[src/rtl/modulus_seq_if.sv]
// modulus_seq_if: operand/result handshake bundle for the sequential modulo/divide unit.
interface modulus_seq_if #(
  parameter int     WIDTH = 9,
  parameter longint MOD   = 3
);
  localparam int MW = $clog2(MOD);
  logic             in_valid;
  logic             in_ready;
  logic [WIDTH-1:0] y;
  logic             out_valid;
  logic             out_ready;
  logic [MW-1:0]    m;
  logic [WIDTH-1:0] q;
  modport master (output in_valid, y, out_ready, input in_ready, out_valid, m, q);
  modport slave  (input in_valid, y, out_ready, output in_ready, out_valid, m, q);
endinterface

[src/rtl/modulus_seq.sv]
// modulus_seq: y mod MOD and y / MOD by MSB-first restoring division, one bit per clock.
module modulus_seq #(
  parameter int     WIDTH = 9,
  parameter longint MOD   = 3
) (
  input logic          clk,
  input logic          rst,
  modulus_seq_if.slave bus
);
  localparam int MW = $clog2(MOD);
  localparam int CW = $clog2(WIDTH);
  localparam logic [MW:0] MD = (MW+1)'(MOD);
  typedef enum logic [1:0] {IDLE, BUSY, DONE} state_t;
  state_t           state;
  logic [MW-1:0]    r, r_nx, m;
  logic [WIDTH-1:0] sr, qa, qa_nx, q;
  logic [CW-1:0]    cnt;
  logic [MW:0]      t;
  logic             ge;
  // r < MOD keeps {r, next bit} within MW+1 bits
  always_comb begin
    t = {r, sr[WIDTH-1]};
    ge = t >= MD;
    r_nx = ge ? MW'(t - MD) : t[MW-1:0];
    qa_nx = {qa[WIDTH-2:0], ge};
  end
  always_ff @(posedge clk) begin
    if (rst) begin
      state <= IDLE;
      r <= '0;
      qa <= '0;
      sr <= '0;
      cnt <= '0;
      m <= '0;
      q <= '0;
    end else begin
      case (state)
        IDLE: if (bus.in_valid) begin
          sr <= bus.y;
          r <= '0;
          qa <= '0;
          cnt <= CW'(WIDTH - 1);
          state <= BUSY;
        end
        BUSY: begin
          r <= r_nx;
          qa <= qa_nx;
          sr <= sr << 1;
          cnt <= cnt - 1'b1;
          if (cnt == '0) begin
            m <= r_nx;
            q <= qa_nx;
            state <= DONE;
          end
        end
        DONE: if (bus.out_ready) state <= IDLE;
        default: state <= IDLE;
      endcase
    end
  end
  assign bus.in_ready = state == IDLE;
  assign bus.out_valid = state == DONE;
  assign bus.m = m;
  assign bus.q = q;
endmodule
[src/flat_wrapper.sv]
// flat-port wrapper written by rule: the top's interface ports become plain ports
module modulus_seq_flat 
#(
  parameter int     WIDTH = 9,
  parameter longint MOD   = 3
)
  (clk, rst, bus_in_valid, bus_y, bus_out_ready, bus_in_ready, bus_out_valid, bus_m, bus_q);
  modulus_seq_if #(.WIDTH(WIDTH), .MOD(MOD)) bus_i ();
  input logic clk;
  input logic rst;
  input wire logic [$bits(bus_i.in_valid)-1:0] bus_in_valid;
  input wire logic [$bits(bus_i.y)-1:0] bus_y;
  input wire logic [$bits(bus_i.out_ready)-1:0] bus_out_ready;
  output wire logic [$bits(bus_i.in_ready)-1:0] bus_in_ready;
  output wire logic [$bits(bus_i.out_valid)-1:0] bus_out_valid;
  output wire logic [$bits(bus_i.m)-1:0] bus_m;
  output wire logic [$bits(bus_i.q)-1:0] bus_q;
  assign bus_i.in_valid = bus_in_valid;
  assign bus_i.y = bus_y;
  assign bus_i.out_ready = bus_out_ready;
  assign bus_in_ready = bus_i.in_ready;
  assign bus_out_valid = bus_i.out_valid;
  assign bus_m = bus_i.m;
  assign bus_q = bus_i.q;
  modulus_seq #(.WIDTH(WIDTH), .MOD(MOD)) u_core (.clk(clk), .rst(rst), .bus(bus_i));
endmodule
[config.mk]
export PLATFORM = sky130hd
export DESIGN_NAME = modulus_seq_flat
export DESIGN_NICKNAME = d
export VERILOG_FILES = /design/src/rtl/modulus_seq_if.sv /design/src/rtl/modulus_seq.sv /design/src/flat_wrapper.sv
export SDC_FILE = /design/constraint.sdc
export NUM_CORES = 1
export LEC_CHECK = 0
export BUFFER_PORTS_ARGS = -buffer_cell sky130_fd_sc_hd__buf_2
export CAP_MARGIN = 20
export CORE_AREA = 4 4 84 94
export CTS_CLUSTER_DIAMETER = 120
export DETAILED_ROUTE_END_ITERATION = 16
export DIE_AREA = 0 0 88 98
export SYNTH_ARGS = -nofsm -noshare
export SYNTH_HDL_FRONTEND = slang
export SYNTH_SLANG_ARGS = --single-unit
[constraint.sdc]
create_clock -name clk -period 1.3 [get_ports clk]
set_input_delay 0.065 -clock clk [delete_from_list [all_inputs] [get_ports clk]]
set_output_delay 0.065 -clock clk [all_outputs]
set_load 0.005 [all_outputs]
==> results.md <==
* Outcome: finished clean
* Worst path required time at 1470 ps
* Post-route clock period utilization at 1.00
* Num rows at 32
* Syn avg cell area at 8.46 um^2
* Total die area at 8620 um^2
* # diodes at 0
* Post-route ant nets at 0
* Multi-input logic area at 860 um^2
* RSZ-0062 raised after global routing: true
* Layout Nets at 246
* Register area share after synthesis at 0.439
* RR Startpoint: u_core.cnt[0]
* Path depth of the worst reg2reg path at 5
* Max VDD drop at 0.659 mV
* Vias at 1499
* Mapped Cells at 194
* Final wirelength at 4.00 mm
* Post-synth ARST share at 0
* Lkg Pwr at 0.885 nW
* Net Count, Synth at 209
* Die Y at 98 um
* CP Launch Type: register
* # DRC at 0
* Routability Congestion at 0.758
* Synth unique cells at 38
* Vias/cell at 4.73
* Core region area at 6930 um^2
* PortBufs at 25
* Hpwl dp at 2.64 mm
* Initial antenna violation count at 0
* First-pass GRT wire length at 6.39 mm
* H-tree depth at 2
* DRT iter0 DRCs at 86
* Clock Sinks at 36
* R2R Path End: u_core.bus.q[5]
* Final setup violation count at 0
* Longest Clk Path Bufs at 2
* Type of the worst setup path: reg -> reg
* Total Routing Usage GR at 0.0927
* CTS tree: built
* Max FO, Critical Path at 6
* Power per cell area at 1400 nW/um^2
* WHS Endpoint: u_core.sr[0]
* Wire per inst at 12.6 um
* YS warnings at 0
* Hold WS at 104 ps
* Worst-path clk slew at 70 ps
* Slew Limit Fails at 0
* F_max at 0.769 GHz
* Initial core utilization at 0.237
* Register area at 724 um^2
* R2r setup slk at 0.4 ps
* Setup crit end kind: register
* Number of flops mapped to enable cells by yosys at 0
* Type of the most critical hold path: in -> reg
* Synth Flop Type: dfxtp_1
* CTS Buf Count at 5
* Worst hold stages at 2
* Worst hold start: rst
* Final hold viol count at 0
* Layout Area Growth over Synthesis at 32.4%
* Io pins at 26
* Drt pass-1 iters at 4
* Clk_lat worst skew at 290 ps
* Clk_skew at 7.13 ps
* Mapped cell area at 1640 um^2
* #FFs+latches synth at 36
* Vias in the first global route at 1334
* GR Overflow Total at 0
* Share of cells above drive strength 1 at 0.366
* Final Util at 0.314
* Fillcell total at 732
* MaxCap Viol Count at 0
* Pin count of the biggest net entering global routing at 21
* DIE WIDTH at 88 um
* Tmin final at 1300 ps
* Max_slew headroom at 0.777
* Root Driver: clkbuf_8
* Crit path DAT at 1470 ps
* CTS Hold Buffers Added at 0
* Slew @ Worst Pin at 331 ps
[flip-flops by register name (all words and copies together), names as in the netlist]
name,flops
u_core.bus.m,2
u_core.bus.q,9
u_core.cnt,4
u_core.qa,8
u_core.r,2
u_core.sr,9
u_core.state,2
[metrics by stage]
step                      power, W  setup TNS (ps)  std cells  area, um^2  setup WS (ps)
final                      0.00304               0        317        2170          0.383
after global routing       0.00322            -470        317        2170          -56.1
after CTS                  0.00302               0        316        2100           6.30
after detailed placement   0.00199           -95.4        307        1970          -37.1
after global placement     0.00197           -6.85        307        1970          -6.85
after floorplan            0.00174               0        194        1660          0.914
[how the worst max path moves through the flow]
stage,start,to,slack [ps],cells after the start
after floorplan,u_core.cnt[0],u_core.bus.q[1],0.9,6
after global placement,u_core.cnt[1],u_core.bus.m[0],-7,5
after detailed placement,u_core.cnt[1],u_core.bus.m[0],-40,5
after CTS,u_core.state[0],bus_out_valid,6,4
after global routing,u_core.cnt[0],u_core.bus.q[4],-60,6
final,u_core.cnt[0],u_core.bus.q[5],0.4,5
[synthesized netlist by cell type (all sizes together) (2+ instances only)]
library cell  count  share of area
a21oi            30          0.091
a22oi             9          0.041
buf              10          0.041
clkbuf            7          0.018
dfxtp            36           0.44
ha                2          0.015
inv              12          0.027
mux2i             2          0.012
nand2             3         0.0069
nand2b            3          0.011
nand3             8          0.024
nor2             29          0.066
nor2b             2         0.0076
nor3              4          0.015
nor3b             2          0.012
o21ai            11          0.034
o221a             8          0.055
or3               2         0.0076
[placed cells by master (no fill, tap or decap), drive strengths merged, types with 2 or more instances in the layout]
cell and count:
a21oi 30, a22oi 9, buf 46, clkbuf 5
dfxtp 36, ha 2, inv 12, mux2i 2
nand2 3, nand2b 3, nand3 8, nor2 29
nor2b 2, nor3 4, nor3b 2, o21ai 11
o221a 8, or3 2, or3b 2
[routing by layer]
layer,global-route usage,vias to the layer above,wire (um)
met5,0,-,0
met4,0.0319,0,17
met1,0.132,693,1920
met3,0.0253,2,241
met2,0.134,40,1820
li1,-,764,-
[logic make-up after synthesis]
family,Yosys count,share of synthesized area
simple gates,57,0.170
fa+ha+maj,2,0.0152
flops,36,0.439
mux,2,0.0122
buf+inv,29,0.0861
compound gates,68,0.277
[cell type report]
class / count / area share
sequential: 36 / 0.333
clock buffer: 5 / 0.0317
inverter: 12 / 0.0207
clock inverter: 3 / 0.0196
timing repair buffer: 46 / 0.150
tap: 85 / 0.0489
multi-input combinational: 130 / 0.396
[report_power, final]
part           leakage [nW]  internal, W  total (W)  switching (W)
registers             0.295      0.00118    0.00125      0.0000709
logic                 0.536     0.000409   0.000820       0.000411
clock network        0.0541     0.000567   0.000971       0.000404
[worst max-delay path: stages, from the launching register on]
cell     delay, ps
dfxtp_2        320
inv_2           70
ha_4           160
or3b_4         430
o21ai_1        130
a21oi_1         70
[timing repair]
item | 4_1_cts | 5_1_grt
setup endpoints to repair | 12 | 14
buffers inserted | 0 | 1
pin swaps | 0 | 3
cloned | 1 | 0
resized for setup | 6 | 17
No activity file was read; power rests on OpenSTA's default activity.
